[config.mk]
export PLATFORM = sky130hd
export DESIGN_NAME = spi_slave
export DESIGN_NICKNAME = d
export VERILOG_FILES = /design/src/rtl/spi_slave.sv
export SDC_FILE = /design/constraint.sdc
export NUM_CORES = 1
export LEC_CHECK = 0
export CAP_MARGIN = 0
export CELL_PAD_IN_SITES_DETAIL_PLACEMENT = 0
export CELL_PAD_IN_SITES_GLOBAL_PLACEMENT = 1
export CORE_ASPECT_RATIO = 0.6
export CORE_MARGIN = 2
export CORE_UTILIZATION = 43
export DETAILED_ROUTE_END_ITERATION = 16
export PLACE_DENSITY_LB_ADDON = 0.1
export SLEW_MARGIN = 15
export SYNTH_ARGS = -nofsm -noshare
export SYNTH_HDL_FRONTEND = slang
export SYNTH_SLANG_ARGS = --single-unit
[constraint.sdc]
create_clock -name clk -period 2.8 [get_ports clk]
set_clock_uncertainty 0.2 [all_clocks]
set_input_delay 0.56 -clock clk [delete_from_list [all_inputs] [get_ports clk]]
set_output_delay 0.56 -clock clk [all_outputs]
set_load 0.05 [all_outputs]
[src/rtl/spi_slave.sv]
// SPI responder: oversampled SCLK/SS/MOSI deserialised to rx bytes, tx bytes serialised MSB first on MISO.
// Edge-to-action latency 3 clk; rx_valid has no back-pressure, tx bytes are pulled with a tx_ready pulse.
module spi_slave #(
    parameter logic       CPOL      = 1'b0,
    parameter logic       CPHA      = 1'b0,
    parameter logic [7:0] IDLE_BYTE = 8'hFF
) (
    input  logic       clk,
    input  logic       rst,
    input  logic       SCLK,
    input  logic       SS,
    input  logic       MOSI,
    output logic       MISO,
    output logic       miso_oe,
    output logic [7:0] rx_data,
    output logic       rx_valid,
    input  logic [7:0] tx_data,
    input  logic       tx_valid,
    output logic       tx_ready,
    output logic       frame_active,
    output logic       tx_underrun
);

    typedef enum logic [1:0] {S_IDLE, S_LOAD, S_SHIFT} state_t;

    state_t      state_q, state_d;
    logic        sclk_s1_q, sclk_s2_q, sclk_h_q;
    logic        ss_s1_q, ss_s2_q, ss_h_q;
    logic        mosi_s1_q, mosi_s2_q;
    logic        armed_q, armed_d;
    logic [2:0]  cnt_q, cnt_d;
    logic [7:0]  rx_shift_q, rx_shift_d;
    logic [7:0]  tx_shift_q, tx_shift_d;
    logic [7:0]  rx_data_q, rx_data_d;
    logic        rx_valid_q, rx_valid_d;
    logic        miso_q, miso_d;
    logic        oe_q, oe_d;
    logic        underrun_q, underrun_d;

    logic        sclk_edge, lead_edge, trail_edge;
    logic        ss_fall, ss_rise, in_frame;
    logic        sample_edge, shift_edge;
    logic [7:0]  next_byte;

    assign sclk_edge   = sclk_s2_q ^ sclk_h_q;
    assign lead_edge   = sclk_edge && (sclk_s2_q != CPOL);
    assign trail_edge  = sclk_edge && (sclk_s2_q == CPOL);
    assign ss_fall     = ss_h_q & ~ss_s2_q;
    assign ss_rise     = ~ss_h_q & ss_s2_q;
    // Includes the SS-rise cycle so a final sample edge coinciding with it still completes the byte.
    assign in_frame    = ~(ss_s2_q & ss_h_q);
    assign sample_edge = in_frame & (CPHA ? trail_edge : lead_edge);
    assign shift_edge  = in_frame & (CPHA ? lead_edge : trail_edge);
    assign next_byte   = tx_valid ? tx_data : IDLE_BYTE;

    always_ff @(posedge clk) begin
        if (rst) begin
            state_q    <= S_IDLE;
            sclk_s1_q  <= CPOL;
            sclk_s2_q  <= CPOL;
            sclk_h_q   <= CPOL;
            ss_s1_q    <= 1'b0;
            ss_s2_q    <= 1'b0;
            ss_h_q     <= 1'b0;
            mosi_s1_q  <= 1'b0;
            mosi_s2_q  <= 1'b0;
            armed_q    <= 1'b0;
            cnt_q      <= 3'd0;
            rx_shift_q <= 8'h00;
            tx_shift_q <= 8'h00;
            rx_data_q  <= 8'h00;
            rx_valid_q <= 1'b0;
            miso_q     <= 1'b1;
            oe_q       <= 1'b0;
            underrun_q <= 1'b0;
        end else begin
            state_q    <= state_d;
            sclk_s1_q  <= SCLK;
            sclk_s2_q  <= sclk_s1_q;
            sclk_h_q   <= sclk_s2_q;
            ss_s1_q    <= SS;
            ss_s2_q    <= ss_s1_q;
            ss_h_q     <= ss_s2_q;
            mosi_s1_q  <= MOSI;
            mosi_s2_q  <= mosi_s1_q;
            armed_q    <= armed_d;
            cnt_q      <= cnt_d;
            rx_shift_q <= rx_shift_d;
            tx_shift_q <= tx_shift_d;
            rx_data_q  <= rx_data_d;
            rx_valid_q <= rx_valid_d;
            miso_q     <= miso_d;
            oe_q       <= oe_d;
            underrun_q <= underrun_d;
        end
    end

    always_comb begin
        state_d    = state_q;
        // A frame start is only trusted after SS has been seen high, so a reset mid-frame never rejoins it.
        armed_d    = armed_q | ss_rise;
        cnt_d      = cnt_q;
        rx_shift_d = rx_shift_q;
        tx_shift_d = tx_shift_q;
        rx_data_d  = rx_data_q;
        rx_valid_d = 1'b0;
        miso_d     = miso_q;
        oe_d       = oe_q;
        underrun_d = underrun_q;
        tx_ready   = 1'b0;
        unique case (state_q)
            S_IDLE: begin
                oe_d   = 1'b0;
                miso_d = 1'b1;
                cnt_d  = 3'd0;
                if (ss_fall && armed_q) state_d = S_LOAD;
            end
            S_LOAD: begin
                tx_ready   = tx_valid;
                underrun_d = underrun_q | ~tx_valid;
                oe_d       = 1'b1;
                state_d    = S_SHIFT;
                if (CPHA) begin
                    tx_shift_d = next_byte;
                end else begin
                    miso_d     = next_byte[7];
                    tx_shift_d = {next_byte[6:0], 1'b0};
                end
            end
            S_SHIFT: begin
                if (sample_edge) begin
                    rx_shift_d = {rx_shift_q[6:0], mosi_s2_q};
                    cnt_d      = cnt_q + 3'd1;
                    if (cnt_q == 3'd7) begin
                        rx_data_d  = rx_shift_d;
                        rx_valid_d = 1'b1;
                        if (!ss_rise) begin
                            tx_shift_d = next_byte;
                            tx_ready   = tx_valid;
                            underrun_d = underrun_q | ~tx_valid;
                        end
                    end
                end
                if (shift_edge) begin
                    miso_d     = tx_shift_q[7];
                    tx_shift_d = {tx_shift_q[6:0], 1'b0};
                end
            end
            default: state_d = S_IDLE;
        endcase
        if (ss_rise) begin
            state_d    = S_IDLE;
            oe_d       = 1'b0;
            miso_d     = 1'b1;
            cnt_d      = 3'd0;
            rx_shift_d = 8'h00;
        end
    end

    assign MISO         = miso_q;
    assign miso_oe      = oe_q;
    assign rx_data      = rx_data_q;
    assign rx_valid     = rx_valid_q;
    assign frame_active = armed_q & ~ss_s2_q;
    assign tx_underrun  = underrun_q;

endmodule

Yosys cells after proc, flatten, opt, wreduce, memory -nomap -nowiden --
Cells that the tools add are included.
Operators by class: mux-type cells 22, $lt $le $gt $ge 0, reduce and logical (&&, ||, !) cells 17, bitwise logic cells 16, $add $sub $neg 1, equal/unequal tests 11, shift-type cells 0, divide/modulo/power cells 0, $mul 0
Operator list (count):
- $mux W8 | 5
- $pmux W8 S2 | 1
- $ne A2 B2 Y1 const B | 5
- $ne A3 B3 Y1 const B | 3
- $mux W1 | 8
- $reduce_and A2 Y1 | 4
- $reduce_and A4 Y1 | 2
- $not A1 Y1 | 7
- $and A1 B1 Y1 | 6
- $pmux W1 S2 | 3
- $pmux W2 S3 | 1
- $pmux W3 S2 | 1
- $reduce_bool A2 Y1 | 3
- $add A3 B1 Y3 const B | 1
- $eq A3 B3 Y1 const B | 1
- $logic_and A1 B1 Y1 | 3
- $mux W3 | 1
- $pmux W1 S3 | 1
- $reduce_and A3 Y1 | 1
- $reduce_bool A3 Y1 | 1
- $reduce_or A3 Y1 | 1
- $eq A2 B1 Y1 const B | 1
- $eq A2 B2 Y1 const B | 1
- $logic_not A2 Y1 | 1
- other kinds (4) | 5
Storage, ports and cells: bits in writable memories 0, latch bits 0, flip-flop bits (word level) 41, memories kept 0, input bits 14, output and inout port bits 14, bits in read-only memories 0

Logic depth before layout (Yosys ltp) --
Gate-level depths: netlist of run 1.
depth in word-level cells 7, mapped depth 8, gate-level depth less buffers 6

Worst setup path before layout of run 1 --
No wires, ideal clock.
path kind reg-to-output, from register cnt_q[0], to output tx_ready, buffers on the path 1, data arrival time 1.911 ns, path slack 0.129 ns, stages on the path, launching flop included 7, cells stage by stage dfxtp_1 -> ha_1 -> ha_1 -> buf_6 -> and4bb_4 -> nand2_1 -> a21oi_1
Between the ends: word-level cells in the longest chain between the ends 4
RTL lines:
- start, declared | RTL line 31 | logic [2:0] cnt_q, cnt_d;
- start signal, assigned | RTL line 87 | cnt_q <= cnt_d;
- $eq A3 B3 Y1 | RTL line 134 | if (cnt_q == 3'd7) begin
- $mux W1 | RTL line 134
- $mux W1 | RTL line 131 | if (sample_edge) begin
- $pmux W1 S2 | RTL line 111 | unique case (state_q)
- end, declared | RTL line 19 | output logic tx_ready,
No other way between the ends.

Worst setup path in the final report of run 1 --
Ends and elaborated chain as after synthesis.

==> summary.txt, run 1 <==
Global routing
  • Vias in the first global route: 1,448
  • Global-route wire length before repair: 6.69 mm
  • GRT Total Usage: 0.184
  • Initial antenna violation count: 0
  • Global route total overflow: 0
  • Largest net degree at the start of global routing: 31

STA
  • Slew HR: 0.637
  • Final setup viols: 0
  • Slew Viols, Final: 0
  • Worst-Margin Slew: 0.544 ns
  • Maximum achievable frequency: 0.386 GHz
  • Final WS setup: 0.211 ns
  • Crit path time final: 2.59 ns
  • RSZ-0062 raised after global routing: no
  • Total negative slack: 0 ns
  • Hold Fails Final Rpt: 0
  • Tcrit/Tclk final: 0.925

Job
  • Max_cap viols: 0

Worst hold path
  • Hold WC Path Type: register to register

Route
  • WL final: 4.06 mm
  • Antenna Nets Post-Route: 0
  • Vias: 1,544
  • Drt via density: 5.20
  • DRC: 0
  • Initial drt markers: 68
  • Drt first pass iters: 4
  • Wire length per cell: 13.7 um

Pwr
  • Leak: 0.000775 uW
  • Peak VDD IR: 0.330 mV
  • Cell area power density: 445 mW/mm^2

Floorplan
  • Initial Utilization: 0.450
  • Core ar.: 0.00414 mm^2
  • Cell row count: 18
  • IO Count: 28
  • DIE HEIGHT: 55.0 um
  • Die width: 89.0 um
  • Die area: 0.00490 mm^2

Critical path
  • Worst path required time: 2.04 ns
  • Setup crit end kind: output port
  • Setup crit start kind: register
  • Critical Path AT: 1.83 ns
  • Setup CP Type: register to output port
  • Critical Path Fanout Max: 5

Cells and area
  • Utilization after layout: 0.545
  • Synthesis-to-layout area growth: 21.1%
  • Area occupied by registers: 821 um^2
  • Fill count: 388
  • N_diodes: 0
  • Layout cells sized above 1: 0.101
  • Footprint of the multi-input gates: 926 um^2
  • Post-layout net count: 258

CTS
  • Cts repair resizes: 0
  • Num CTS Buffers: 5
  • Max clock buf depth: 2
  • # Post-CTS Setup Buffers: 0
  • Worst skew pair latency: 0.28 ns
  • Root Driver: clkbuf_8
  • Clock sinks: 41
  • H-Tree Depth: 2
  • CTS tree: done
  • Reg clk slew, reported paths: 0.07 ns
  • Hold buffer count at cts: 0

Place
  • Port Buffers: 27
  • Placer Congestion: 0.836
  • HPWL after DPL: 3.02 mm
  • Pre-CTS setup slack: 0.456 ns

Logic synthesis
  • YS warnings: 0
  • Syn_nets: 231
  • Part of the Yosys area used for sequential elements: 0.440
  • Post-Syn Area: 0.00186 mm^2
  • Synth Instances: 211
  • Syn Area/Cell: 8.84 um^2
  • Synth Register Bits: 41
  • Synth unique cells: 35

Outcome
  • Status: completed
per-stage QoR:
step,total power [uW],area (um^2),hold slack [ns],cells
detailed placement,667,2180,0.227,291
CTS,1020,2260,0.245,297
global route,1050,2260,0.265,297
global placement,666,2180,0.225,291
finish,1010,2260,0.238,297
floorplan,636,1860,0.214,211
layer usage:
layer  GRT usage  wire [um]  vias to the layer above
li1            -          -                      786
met1       0.264       2190                      714
met2       0.262       1630                       42
met3      0.0593        230                        2
met4      0.0522         16                        0
met5           0          0                        -
worst max-delay path, cell delays in order (launching register included):
cell      delay, ns
dfxtp_1        0.36
ha_1           0.16
ha_1           0.16
and4bb_4       0.27
nand2_1        0.14
a21oi_1        0.28
buf_12         0.17
report_power, final:
| part | switching (uW) | internal [uW] | total [uW] |
|---|---|---|---|
| registers | 3.92 | 589 | 593 |
| clock network | 188 | 164 | 352 |
| logic | 30.5 | 29.8 | 60.4 |
registers in the layout (all words and copies together), names as in the netlist, 2 cells and up:
signal	count
rx_data	8
rx_shift_q	7
state_q	2
cnt_q	3
tx_shift_q	8
final cells by class:
cell class,count,area share
Sequential cell,41,0.363
Inverter,12,0.0199
Multi-Input combinational cell,146,0.410
Clock buffer,5,0.0305
Timing Repair Buffer,32,0.141
Tap cell,60,0.0332
Clock inverter,1,0.00222
cells in the mapped netlist (all sizes together):
master | instances | area, um^2
or2 | 1 | 6.26
o21ai | 4 | 20.0
a21oi | 24 | 120
o211ai | 5 | 37.5
or3 | 1 | 6.26
and3 | 1 | 6.26
o311ai | 7 | 61.3
clkbuf | 4 | 15.0
dfxtp | 41 | 821
ha | 6 | 75.1
a221oi | 4 | 60.1
o221a | 1 | 11.3
buf | 8 | 57.6
and2 | 3 | 21.3
nand2b | 4 | 25.0
mux2i | 3 | 42.5
nand4 | 1 | 6.26
nand3b | 2 | 15.0
nand4b | 4 | 35.0
and4bb | 1 | 16.3
nand3 | 16 | 85.1
o21ba | 1 | 10.0
and3b | 1 | 8.76
nor2 | 8 | 30.0
o2111ai | 1 | 8.76
mux2 | 1 | 11.3
nand2 | 33 | 124
nor2b | 12 | 75.1
inv | 12 | 45.0
a21boi | 1 | 7.51
final timing paths:
| check | from | to | slack (ns) | cells after the start |
|---|---|---|---|---|
| setup / recovery | cnt_q[0]$_SDFFE_PP0P_ | tx_ready | 0.21 | 6 |
| hold / removal | sclk_s1_q$_SDFF_PP0_ | sclk_s2_q$_SDFF_PP0_ | 0.24 | 1 |
| setup reg to reg | state_q[0]$_SDFFE_PP0P_ | rx_data[0]$_SDFFE_PP0P_ | 0.66 | 6 |
| hold reg to reg | sclk_s1_q$_SDFF_PP0_ | sclk_s2_q$_SDFF_PP0_ | 0.24 | 1 |
logic make-up after synthesis:
family / share of synthesized area
AND/OR/NAND/NOR: 0.247
AO/OA/AOI/OAI: 0.181
flip-flops: 0.440
buffers and inverters: 0.0631
adder cells (fa/ha/maj): 0.0403
multiplexers: 0.0289
layout by cell type, fill, tap and decap left out, types with 2 or more instances in the layout:
cell	netlist	layout
dfxtp_1	41	41
nand2_1	33	33
clkdlybuf4s50_1	0	26
a21oi_1	24	24
nand3_1	15	15
inv_1	12	12
nor2b_1	12	12
nor2_1	8	8
o311ai_0	7	7
ha_1	6	6
o211ai_1	5	5
clkbuf_8	0	5
buf_4	2	5
nand2b_1	4	4
a221oi_2	4	4
nand4b_1	4	4
o21ai_0	4	4
and2_1	2	2
mux2i_1	2	2
nand3b_1	2	2
Note: power is estimated with default switching activity, not from simulation.
==> inputs of run 2 (changes only) <==
--- a/config.mk
+++ b/config.mk
@@ -10,7 +10,7 @@
 export CELL_PAD_IN_SITES_GLOBAL_PLACEMENT = 1
 export CORE_ASPECT_RATIO = 0.6
 export CORE_MARGIN = 2
-export CORE_UTILIZATION = 43
+export CORE_UTILIZATION = 40
 export DETAILED_ROUTE_END_ITERATION = 16
 export PLACE_DENSITY_LB_ADDON = 0.1
 export SLEW_MARGIN = 15
==> constraint.sdc (replaced) <==
create_clock -name clk -period 2.6 [get_ports clk]
set_clock_uncertainty 0.2 [all_clocks]
set_input_delay 0.52 -clock clk [delete_from_list [all_inputs] [get_ports clk]]
set_output_delay 0.52 -clock clk [all_outputs]
set_load 0.05 [all_outputs]
==> run 2 against run 1 <==
Net effect:
- die area increased by 7.0%
- first-iteration DRC count increased by 26%
- global-route usage decreased by 0.85 points
- final area increased by 2.3%
- setup slack got worse by 0.11 ns
- combinational power increased by 11%
- final cell count increased by 1.7%
- non-clock buffer count unchanged
- critical endpoint unchanged
- largest cell class unchanged
- largest power group unchanged
==> summary.txt, run 2 (synthesis gave the netlist of run 1 again) <==
Cells and area
  • Most common cell after layout, fill and taps aside: dfxtp_1
  • Synthesis-to-layout area growth: 24.0%
  • N_diodes: 0 (unchanged)
  • Commonest non-fill, non-tap cells in the layout: 41 x dfxtp_1, 32 x nand2_1, 26 x clkdlybuf4s50_1
  • Post-layout net count: 258 (unchanged)
  • Layout cells sized above 1: 0.113 (+0.0117)
  • Utilization after layout: 0.512 (-0.0334)

STA
  • Total negative slack: 0 ns (unchanged)
  • Tcrit/Tclk final: 0.962
  • Slew Viols, Final: 0 (unchanged)
  • RSZ-0062 raised after global routing: no
  • Slew HR: 0.612 (-0.0253)
  • Crit path time final: 2.50 ns
  • Worst-Margin Slew: 0.582 ns (+0.0379 ns)
  • Final setup viols: 0 (unchanged)
  • Maximum achievable frequency: 0.400 GHz
  • Hold Fails Final Rpt: 0 (unchanged)

Route
  • Wire length per cell: 14.2 um (+3.5%)
  • DR top layer: met4
  • Initial drt markers: 86 (+26%)
  • Drt first pass iters: 4 (unchanged)
  • Met2 wire length: 1.70 mm (+4.6%)
  • DRC: 0 (unchanged)
  • WL final: 4.28 mm (+5.3%)
  • Drt via density: 5.23 (+0.51%)
  • Antenna Nets Post-Route: 0 (unchanged)
  • Vias: 1,578 (+2.2%)
  • Met3 WL: 188 um (-18%)
  • Routed length on met1: 2.33 mm (+6.5%)

Place
  • Port Buffers: 27 (unchanged)
  • HPWL after DPL: 3.15 mm (+4.3%)
  • Placer Congestion: 0.875 (+4.6%)

CTS
  • Clock sinks: 41 (unchanged)
  • Reg clk slew, reported paths: 0.08 ns (about the same)
  • Num CTS Buffers: 5 (unchanged)
  • H-Tree Depth: 2 (unchanged)
  • Worst skew pair latency: 0.29 ns (about the same)
  • Max clock buf depth: 2 (unchanged)
  • Root Driver: clkbuf_8
  • CTS tree: done

Critical path
  • Setup CP Type: register to output port
  • Critical Path AT: 1.78 ns (-0.05 ns)
  • Critical Path Fanout Max: 5 (unchanged)
  • Setup crit start kind: register
  • Setup crit end kind: output port
  • Worst path required time: 1.88 ns (-0.16 ns)

Global routing
  • Largest net degree at the start of global routing: 20 (-35%)
  • Vias in the first global route: 1,460 (+0.83%)
  • Global-route wire length before repair: 7.11 mm (+6.4%)
  • GRT Total Usage: 0.175 (-0.00846)
  • Initial antenna violation count: 0 (unchanged)
  • Global route total overflow: 0 (unchanged)

Floorplan
  • Die area: 0.00524 mm^2 (+7.0%)
  • IO Count: 28 (unchanged)
  • Initial Utilization: 0.413 (-0.0371)
  • Die width: 92.1 um (+3.5%)
  • Cell row count: 19 (+1)
  • DIE HEIGHT: 56.9 um (+3.4%)
  • Core ar.: 0.00452 mm^2 (+9.0%)

Outcome
  • Status: completed

Pwr
  • Cell area power density: 536 mW/mm^2 (+20%)
  • Leak: 0.000794 uW (+2.4%)
  • Peak VDD IR: 0.300 mV (-8.9%)

Worst hold path
  • Hold WC Path Type: register to register

Job
  • Max_cap viols: 0 (unchanged)
[run 2: final timing paths]
check | from | to | slack, ns | depth (start not counted)
setup / recovery | cnt_q[0]$_SDFFE_PP0P_ | tx_ready | 0.1 | 6
hold / removal | rx_data[2]$_SDFFE_PP0P_ | rx_data[2]$_SDFFE_PP0P_ | 0.25 | 2
hold reg to reg | rx_data[2]$_SDFFE_PP0P_ | rx_data[2]$_SDFFE_PP0P_ | 0.25 | 2
setup reg to reg | state_q[0]$_SDFFE_PP0P_ | rx_shift_q[5]$_SDFFE_PP0P_ | 0.38 | 6
[run 2: routing by layer]
metal	global-route usage	vias up
met5	0	-
met4	0.0661	0
met3	0.0497	5
met2	0.225	35
met1	0.270	750
li1	-	788
[run 2: report_power, final]
part	internal, uW	total [uW]	switching [uW]
clock network	313	532	219
registers	634	639	4.52
logic	33.1	66.8	33.7
total	980	1240	257
[run 2: metrics by stage]
stage | cells | setup slack, ns | power (uW) | area, um^2 | hold slack (ns)
3_5_place_dp | 294 | 0.334 | 720 | 2190 | 0.228
4_1_cts | 302 | 0.0228 | 1250 | 2310 | 0.257
5_1_grt | 302 | 0.0347 | 1290 | 2310 | 0.273
3_3_place_gp | 294 | 0.376 | 719 | 2190 | 0.223
6_report | 302 | 0.0998 | 1240 | 2310 | 0.254
2_1_floorplan | 211 | 0.264 | 684 | 1870 | 0.214
[run 2: layout make-up]
class / count / area, um^2
clock inverter: 1 / 30.0
multi-input combinational: 146 / 932
timing repair buffer: 32 / 318
clock buffer: 7 / 86.3
sequential: 41 / 821
tap: 63 / 78.8
inverter: 12 / 45.0
fill: 441 / 2210
[run 2: worst max-delay path, stage by stage (launching register included)]
cell      delay, ns
dfxtp_1        0.37
ha_1           0.17
ha_1           0.17
and4bb_4       0.29
nand2_2        0.11
a21oi_2        0.21
buf_12         0.16
[run 2: repair_timing]
item	in CTS	in global routing
buffers inserted	0	0
endpoints found under the setup margin	0	1
resized for setup	0	1
endpoints found under the hold margin	0	0
hold buffers	0	0
==> inputs of run 3 (changes only) <==
--- a/config.mk
+++ b/config.mk
@@ -9,7 +9,7 @@
 export CELL_PAD_IN_SITES_DETAIL_PLACEMENT = 0
 export CELL_PAD_IN_SITES_GLOBAL_PLACEMENT = 1
 export CORE_ASPECT_RATIO = 0.6
-export CORE_MARGIN = 2
+export CORE_MARGIN = 8
 export CORE_UTILIZATION = 40
 export DETAILED_ROUTE_END_ITERATION = 16
 export PLACE_DENSITY_LB_ADDON = 0.1
==> run 3 against run 2 <==
Net effect:
- critical path depth stayed put
- final area is the same
- fmax up 1.7%
- utilization unchanged
- wire length decreased by 0.61%
- via count is 2.0% lower
- first-iteration DRC count rose by 3.5%
- setup slack improved by 0.042 ns
- register-to-register slack improved by 0.13 ns
- global-route usage decreased by 5.3 points
- clock power fell by 1%
- non-clock buffer count stayed put
- critical path type unchanged
- critical endpoint unchanged
==> summary.txt, run 3 (synthesis gave the netlist of run 1 again) <==
Cells and area
  • Utilization after layout: 0.512 (unchanged)
  • Commonest non-fill, non-tap cells in the layout: 41 x dfxtp_1, 32 x nand2_1, 26 x clkdlybuf4s50_1
  • Area occupied by registers: 821 um^2 (unchanged)
  • Synthesis-to-layout area growth: 24.0% (unchanged)
  • Post-layout net count: 258 (unchanged)
  • Most common cell after layout, fill and taps aside: dfxtp_1
  • Layout cells sized above 1: 0.113 (unchanged)
  • Footprint of the multi-input gates: 932 um^2 (unchanged)
  • Fin area: 0.00231 mm^2 (unchanged)
  • Fill count: 441 (unchanged)
  • Post-Layout Cell Count: 302 (unchanged)
  • N_diodes: 0 (unchanged)

CTS
  • Hold buffer count at cts: 0 (unchanged)
  • Worst skew pair latency: 0.29 ns (about the same)
  • Max clock buf depth: 2 (unchanged)
  • # Post-CTS Setup Buffers: 0 (unchanged)
  • Root Driver: clkbuf_8
  • CTS tree: done
  • Num CTS Buffers: 5 (unchanged)
  • H-Tree Depth: 2 (unchanged)
  • Reg clk slew, reported paths: 0.07 ns (about the same)
  • Cts repair resizes: 0 (unchanged)
  • Clock sinks: 41 (unchanged)

STA
  • Final setup viols: 0 (unchanged)
  • Worst-Margin Slew: 0.560 ns (-0.0221 ns)
  • Maximum achievable frequency: 0.407 GHz (+1.7%)
  • Tcrit/Tclk final: 0.945 (-0.0163)
  • Slew HR: 0.626 (+0.0147)
  • Hold Fails Final Rpt: 0 (unchanged)
  • Slew Viols, Final: 0 (unchanged)
  • RSZ-0062 raised after global routing: no
  • Total negative slack: 0 ns (unchanged)
  • Crit path time final: 2.46 ns (-0.0423 ns)

Critical path
  • Most frequent CP cell: ha_1
  • Setup crit end kind: output port
  • Reg2Reg Depth: 6 (unchanged)
  • Setup crit start kind: register
  • Setup CP Type: register to output port
  • Critical Path AT: 1.74 ns (-0.04 ns)
  • CP max stage cell: dfxtp_1
  • Critical path buffer and inverter count: 1 (unchanged)
  • Worst path required time: 1.88 ns (about the same)
  • CP Cell Sequence: ha_1, ha_1, and4bb_4, nand2_2, a21oi_2, buf_12
  • WP depth: 6 (unchanged)
  • Critical Path Fanout Max: 5 (unchanged)
  • Critical Path Max Stage Delay: 0.37 ns (about the same)
  • Top delay family on crit path: simple AND/OR/NAND/NOR gates

Place
  • Placer Congestion: 0.887 (+1.3%)
  • Cells after DPL: 294 (unchanged)
  • HPWL after DPL: 3.11 mm (-1.4%)
  • Port Buffers: 27 (unchanged)
  • Dpl cell area: 0.00219 mm^2 (unchanged)

Floorplan
  • IO Count: 28 (unchanged)
  • Initial Utilization: 0.413 (unchanged)
  • Cell row count: 19 (unchanged)
  • Core ar.: 0.00452 mm^2 (unchanged)
  • Die area: 0.00717 mm^2 (+37%)
  • Die width: 104 um (+13%)
  • DIE HEIGHT: 68.9 um (+21%)

Route
  • Drt via density: 5.12 (-2.0%)
  • Drt first pass iters: 4 (unchanged)
  • DRC: 0 (unchanged)
  • Antenna Nets Post-Route: 0 (unchanged)
  • Vias: 1,546 (-2.0%)
  • DR top layer: met4
  • Wire length per cell: 14.1 um (-0.61%)
  • WL final: 4.25 mm (-0.61%)
  • Met3 WL: 235 um (+25%)
  • Routed length on met1: 2.35 mm (+0.73%)
  • Met2 wire length: 1.62 mm (-4.8%)
  • Initial drt markers: 89 (+3.5%)

Pwr
  • Peak VDD IR: 0.335 mV (+11%)
  • Psw: 250 uW (-2.8%)
  • Register share of total power: 0.519 (+0.003)
  • Internal: 979 uW (-0.11%)
  • Sw Ratio: 0.204 (-0.00448)
  • Clock power frac: 0.428 (-0.002)
  • Combinational power share: 0.053 (about the same)
  • Cell area power density: 532 mW/mm^2 (-0.68%)
  • Leak: 0.000794 uW (about the same)

Global routing
  • Vias in the first global route: 1,464 (+0.27%)
  • Initial antenna violation count: 0 (unchanged)
  • Global route total overflow: 0 (unchanged)
  • GRT Total Usage: 0.122 (-0.0533)
  • Largest net degree at the start of global routing: 31 (+55%)
  • Global-route wire length before repair: 6.96 mm (-2.2%)

Worst hold path
  • Hold path cells: 1 (-1)
  • Hold WC Path Type: register to register

Job
  • Max_cap viols: 0 (unchanged)

Outcome
  • Status: completed
[run 3: metal layers]
layer	global-route usage	vias to the layer above
met1	0.169	709
met3	0.0436	4
li1	-	784
met2	0.172	49
met4	0.0394	0
met5	0	-
[run 3: worst paths after layout]
| path | start | end | slack, ns |
|---|---|---|---|
| min reg2reg | ss_s1_q$_SDFF_PP0_ | ss_s2_q$_SDFF_PP0_ | 0.24 |
| min | ss_s1_q$_SDFF_PP0_ | ss_s2_q$_SDFF_PP0_ | 0.24 |
| max | cnt_q[0]$_SDFFE_PP0P_ | tx_ready | 0.14 |
| max reg2reg | state_q[0]$_SDFFE_PP0P_ | rx_data[0]$_SDFFE_PP0P_ | 0.51 |
[run 3: area by class of cell]
class | count | area share
Clock inverter | 1 | 0.0130
Timing Repair Buffer | 32 | 0.138
Clock buffer | 7 | 0.0374
Inverter | 12 | 0.0195
Sequential cell | 41 | 0.355
Multi-Input combinational cell | 146 | 0.403
Tap cell | 63 | 0.0341
[run 3: per-stage QoR]
step	hold slack [ns]	power, uW	worst slack, ns
6_report	0.242	1230	0.142
2_1_floorplan	0.214	684	0.264
3_3_place_gp	0.227	718	0.370
5_1_grt	0.270	1280	0.0335
3_5_place_dp	0.229	718	0.350
4_1_cts	0.248	1250	0.0528
[run 3: worst register-to-register path, stage by stage (launching register included)]
cell	delay, ns
dfxtp_1	0.35
inv_1	0.09
ha_1	0.34
and3b_1	0.24
and2_1	0.49
nand3_1	0.17
a21oi_1	0.14
[run 3: power groups by stage]
stage / combinational [uW] / clock, uW / sequential, uW
3_5_place_dp: 64.4 / 0 / 653
4_1_cts: 64.8 / 545 / 639
3_3_place_gp: 64.5 / 0 / 653
5_1_grt: 70.5 / 567 / 640
2_1_floorplan: 32.2 / 0 / 652
6_report: 64.8 / 526 / 639
